[config.mk]
export PLATFORM = sky130hd
export DESIGN_NAME = uart_tx_fifo
export DESIGN_NICKNAME = d
export VERILOG_FILES = /design/src/rtl/uart_tx_fifo.sv
export SDC_FILE = /design/constraint.sdc
export NUM_CORES = 1
export LEC_CHECK = 0
export CORE_MARGIN = 3
export CORE_UTILIZATION = 55
export CTS_CLUSTER_DIAMETER = 120
export DETAILED_ROUTE_END_ITERATION = 7
export PLACE_DENSITY = 0.8
export SLEW_MARGIN = 20
export SYNTH_ARGS = -nofsm -noshare
export SYNTH_HDL_FRONTEND = slang
export SYNTH_SLANG_ARGS = --single-unit
[constraint.sdc]
create_clock -name clk -period 5.13 [get_ports clk]
set_input_delay 1.539 -clock clk [delete_from_list [all_inputs] [get_ports clk]]
set_output_delay 1.539 -clock clk [all_outputs]
set_load 0.02 [all_outputs]
[src/rtl/uart_tx_fifo.sv]
// uart_tx_fifo: FIFO-buffered UART transmitter.
// Bytes enter through a valid/wait handshake and are sent LSB-first on uarto.
// Each frame is a start bit, 8 data bits, an optional parity bit, then 1 or 2
// stop bits. Every bit lasts PULSEW clocks.
module uart_tx_fifo #(
   parameter int PULSEW    = 434,
   parameter int FIFO_AW   = 4,
   parameter int PARITY    = 0,
   parameter int STOP_BITS = 1
) (
   input  logic               clk,
   input  logic               srst,
   input  logic [7:0]         datai,
   input  logic               validi,
   output logic               waiti,
   output logic               uarto,
   output logic [FIFO_AW:0]   level,
   output logic               busy
);

   localparam int DEPTH = 2**FIFO_AW;
   // The timer must reach the longest single phase, which is the stop period.
   localparam int TW    = $clog2(STOP_BITS*PULSEW);
   localparam logic [TW-1:0]    BIT_LAST  = TW'(PULSEW-1);
   localparam logic [TW-1:0]    STOP_LAST = TW'(STOP_BITS*PULSEW-1);
   localparam logic [FIFO_AW:0] FULL_LVL  = (FIFO_AW+1)'(DEPTH);

   typedef enum logic [2:0] {
      S_IDLE,
      S_START,
      S_DATA,
      S_PARITY,
      S_STOP
   } state_t;

   // FIFO storage and control
   logic [7:0]         mem_q [DEPTH];
   logic [FIFO_AW-1:0] wr_ptr_q;
   logic [FIFO_AW-1:0] rd_ptr_q;
   logic [FIFO_AW:0]   level_q;
   logic [FIFO_AW:0]   level_d;
   logic               waiti_q;
   logic               recov_q;
   logic               push;
   logic               pop;
   logic [7:0]         head;

   // Transmit FSM state
   state_t             state_q;
   logic [TW-1:0]      timer_q;
   logic [2:0]         bit_idx_q;
   logic [7:0]         shreg_q;
   logic               par_q;
   logic               uarto_q;
   logic               busy_q;

   // waiti is registered, so a push never depends on the same-cycle pop.
   assign push = validi && !waiti_q;
   assign pop  = (state_q == S_IDLE) && (level_q != '0);
   assign head = mem_q[rd_ptr_q];

   // Next occupancy: simultaneous push and pop leave the level unchanged.
   always_comb begin
      level_d = level_q;
      if (push && !pop)
         level_d = level_q + 1'b1;
      else if (pop && !push)
         level_d = level_q - 1'b1;
   end

   // Byte storage write port; contents need no reset, only the pointers do.
   always_ff @(posedge clk) begin
      if (push && !srst)
         mem_q[wr_ptr_q] <= datai;
   end

   // Pointers, occupancy and the registered wait flag (held one extra cycle after reset).
   always_ff @(posedge clk) begin
      if (srst) begin
         wr_ptr_q <= '0;
         rd_ptr_q <= '0;
         level_q  <= '0;
         waiti_q  <= 1'b1;
         recov_q  <= 1'b1;
      end else begin
         if (push)
            wr_ptr_q <= wr_ptr_q + 1'b1;
         if (pop)
            rd_ptr_q <= rd_ptr_q + 1'b1;
         level_q <= level_d;
         recov_q <= 1'b0;
         waiti_q <= recov_q || (level_d == FULL_LVL);
      end
   end

   // Frame sequencer; uarto and busy are registered directly in the FSM.
   always_ff @(posedge clk) begin
      if (srst) begin
         state_q   <= S_IDLE;
         timer_q   <= '0;
         bit_idx_q <= '0;
         shreg_q   <= '0;
         par_q     <= 1'b0;
         uarto_q   <= 1'b1;
         busy_q    <= 1'b0;
      end else begin
         case (state_q)
            S_IDLE: begin
               timer_q <= '0;
               uarto_q <= 1'b1;
               busy_q  <= 1'b0;
               if (level_q != '0) begin
                  shreg_q <= head;
                  // Parity is fixed at load time so it covers the original byte.
                  par_q   <= (PARITY == 1) ? ~^head : ^head;
                  uarto_q <= 1'b0;
                  busy_q  <= 1'b1;
                  state_q <= S_START;
               end
            end
            S_START: begin
               if (timer_q == BIT_LAST) begin
                  timer_q   <= '0;
                  bit_idx_q <= '0;
                  uarto_q   <= shreg_q[0];
                  state_q   <= S_DATA;
               end else begin
                  timer_q <= timer_q + 1'b1;
               end
            end
            S_DATA: begin
               if (timer_q == BIT_LAST) begin
                  timer_q <= '0;
                  if (bit_idx_q == 3'd7) begin
                     if (PARITY != 0) begin
                        uarto_q <= par_q;
                        state_q <= S_PARITY;
                     end else begin
                        uarto_q <= 1'b1;
                        state_q <= S_STOP;
                     end
                  end else begin
                     bit_idx_q <= bit_idx_q + 3'd1;
                     shreg_q   <= shreg_q >> 1;
                     uarto_q   <= shreg_q[1];
                  end
               end else begin
                  timer_q <= timer_q + 1'b1;
               end
            end
            S_PARITY: begin
               if (timer_q == BIT_LAST) begin
                  timer_q <= '0;
                  uarto_q <= 1'b1;
                  state_q <= S_STOP;
               end else begin
                  timer_q <= timer_q + 1'b1;
               end
            end
            S_STOP: begin
               if (timer_q == STOP_LAST) begin
                  timer_q <= '0;
                  busy_q  <= 1'b0;
                  state_q <= S_IDLE;
               end else begin
                  timer_q <= timer_q + 1'b1;
               end
            end
            default: begin
               timer_q <= '0;
               uarto_q <= 1'b1;
               busy_q  <= 1'b0;
               state_q <= S_IDLE;
            end
         endcase
      end
   end

   assign waiti = waiti_q;
   assign uarto = uarto_q;
   assign level = level_q;
   assign busy  = busy_q;

endmodule

==> metrics <==
hold_ws=0.409 ns; worst-path cell chain=clkdlybuf4s50_1 -> nor2b_1 -> nand2_1 -> nor2_1; CTS Buffer Depth=2; xor/xnor share of the synthesized area=1.75%; synthesized net count=476; TNS Setup=0 ns; Hold-fix buffers, CTS=0; Core Footprint=12,200 sq um; Synth Cell Area=7000 sq um; headroom to the max-slew limit=38.0%; DR pass1 iterations=5; sw frac=29.2%; die width=119 um; Worst Skew=0.00879 ns; Synth Area in Adders=1.97%; TritonCTS Buffers=17; RSZ-0062 raised after global routing=no; Reg2Reg Setup Slack=2.46 ns; Tmin final=3.48 ns; vias in the first global route=3,946; worst hold path depth=2; top_reg_cell synth=edfxtp_1; ys async rst share=0%; Reg clk slew, reported paths=0.07 ns; depth of the worst register-to-register path=7; most common cell in the netlist=edfxtp_1; Die Height=119 um; initial antenna violation count=0; Final setup viols=0; starting DRC count in detailed routing=404; critical path endpoint category=flip-flop; vias=3,930; Synth top area share=54.9%; Final Max Tran Viols=0; GP Congestion=0.865; Layout Nets=495; wire per inst=21.0 um; Yosys warning total=0; Hold Path Sink=waiti$_SDFF_PP1_; max-cap violations=0; leading post-synthesis cells by cell area=edfxtp_1 55%, dfxtp_1 13%, mux4_2 10%; Power Internal=2.59 mW; post-synthesis register bit count=172; Worst-Margin Slew=0.926 ns; first-pass GRT wire length=21,900 um; post-synthesis average cell area=15.4 sq um; Critical Path AT=3.54 ns; power share of the clock group=33.5%; Area after DPL=7320 sq um; Sw Pwr=1.07 mW; DRC viols=0; CP Class=in2reg; post-CTS setup buffer count=0; Slowest Stage Delay on Critical Path=0.66 ns; Lkg Pwr=2.51 nW; layout cell share with drive strength beyond 1=17.1%; P&R area growth vs syn=13.0%; Synth Area in Simple Gates=8.51%; Final period util=67.8%; Post-DRT Antenna Nets=0; Post-Synthesis Cells=454; fin area=7900 sq um; worst min path class=reg2reg; total grt overflow=0; outcome=finished, final reports clean; Die ar.=14,100 sq um; CTS tree=done; post-DP HPWL=8910 um; most frequent cells after synthesis=128 x edfxtp_1, 44 x dfxtp_1, 44 x nor2_1; R2R Path End=shreg_q[3]$_SDFFE_PP0P_; Seq pwr share=45.4%; proportion of synthesized area in mux cells=13.3%; root buffer cell=clkbuf_16; sequential area share after synthesis=67.5%; Combinational Power Share=21.0%; PD cells=464 nW/um^2; Rows=40; post-CTS sizing=0; all-layer global routing usage=20.8%; Port-buffer cells=18; clock sinks=172; crit-path max FO=9; dpl cells=622; via/cell ratio=6.01; Synth area leader=edfxtp_1; fin cells=654; fmax=287 MHz; Worst Setup SP=validi; Worst-Skew Late Latency=0.42 ns; Final Hold Vio Count=0; Critical R2R Launch=level[0]$_SDFF_PP0_; area fraction in compound gates after synthesis=5.19%; synth unique cells=49; Antenna Cells=0; startpoint types=input pin; H-tree levels=4; Worst Min Path Start=recov_q$_DFF_P_; drt total wl=13,700 um; family with the most delay on the worst path=simple AND/OR/NAND/NOR gates; Post-synth EDFFs=128; slowest CP cell=nor2_1; largest net degree at the start of global routing=34; Initial Utilization=57.3%; Crit path required time=5.19 ns; IO Count=19; CP Buf/Inv Count=1; peak supply drop=0.546 mV; main combinational cell family by area after synthesis=multiplexers
==> registers in the layout, indices dropped and copies added (netlist names), 3 cells and up, named ones only <==
name       flops
bit_idx_q      3
level          5
mem_q        128
rd_ptr_q       4
shreg_q        8
state_q        3
timer_q        9
wr_ptr_q       4
==> tightest hold or removal path: stages (launching register included) <==
cell	delay, ns
dfxtp_1	0.31
nor2_1	0.04
o41ai_2	0.04
==> cells by family (layout without fill, tap and decap cells) <==
kind of cell	Yosys count	count (layout)
adders and majority gates	11	11
muxes	52	52
DFF	172	172
buffers and inverters	30	62
AOI/OAI and AO/OA	56	56
and+or+nand+nor	119	119
xor gates and xnor gates	14	14
==> how the worst max path moves through the flow <==
stage,end,cells past startpoint,slack (ns)
global placement,mem_q[1][4]$_DFFE_PP_,4,1.35
global route,mem_q[3][3]$_DFFE_PP_,4,1.52
finish,mem_q[3][2]$_DFFE_PP_,4,1.65
detailed placement,mem_q[0][2]$_DFFE_PP_,4,1.23
CTS,mem_q[3][3]$_DFFE_PP_,4,1.69
floorplan,mem_q[10][0]$_DFFE_PP_,3,2.18
==> through the flow <==
step	util (%)	setup WS, ns	total power, mW
CTS	64.7	1.69	3.69
global placement	60.0	1.35	2.43
floorplan	-	2.18	2.26
detailed placement	60.0	1.23	2.46
finish	64.7	1.65	3.67
global route	64.7	1.52	3.83
==> layout by cell type (no fill, tap or decap), types with 2 or more instances in the layout <==
cell             instances
clkbuf_16               18
clkinvlp_4               2
dfxtp_1                 43
mux2_2                   8
nand3_1                  7
nor2_1                  44
ha_1                    11
o21ai_0                 20
clkbuf_1                 2
mux4_2                  32
xor2_1                   8
clkdlybuf4s50_1         18
xnor2_1                  6
inv_6                    4
or3b_2                   2
nand4_1                  4
mux2i_1                 12
edfxtp_1               128
nor4_1                   2
buf_4                    3
o22ai_1                  3
a21oi_1                 14
inv_1                    9
nor3_1                   3
nand2b_1                 2
a221oi_1                 8
nor2b_1                  4
nand2_1                 34
inv_8                    4
or3_1                    5
==> power by group through the flow <==
| stage | clock [mW] | sequential [mW] | combinational (mW) |
|---|---|---|---|
| 2_1_floorplan | 0 | 1.64 | 0.615 |
| 3_3_place_gp | 0 | 1.69 | 0.743 |
| 3_5_place_dp | 0 | 1.70 | 0.765 |
| 4_1_cts | 1.25 | 1.67 | 0.773 |
| 5_1_grt | 1.31 | 1.68 | 0.840 |
| 6_report | 1.23 | 1.67 | 0.771 |
==> per-layer routing <==
layer | routed length (um) | global-route usage, % | up-vias
li1 | - | - | 1781
met1 | 5930 | 28.2 | 1988
met2 | 6670 | 31.9 | 134
met3 | 772 | 5.45 | 27
met4 | 379 | 9.49 | 0
met5 | 0 | 0 | -
==> final cells by class <==
| class | instances | area, sq um |
|---|---|---|
| Sequential cell | 172 | 4730 |
| Timing Repair Buffer | 21 | 203 |
| Multi-Input combinational cell | 252 | 2150 |
| Clock inverter | 12 | 120 |
| Tap cell | 168 | 210 |
| Clock buffer | 20 | 458 |
| Inverter | 9 | 33.8 |
| Fill cell | 879 | 4310 |
Note: power is estimated with default switching activity, not from simulation.
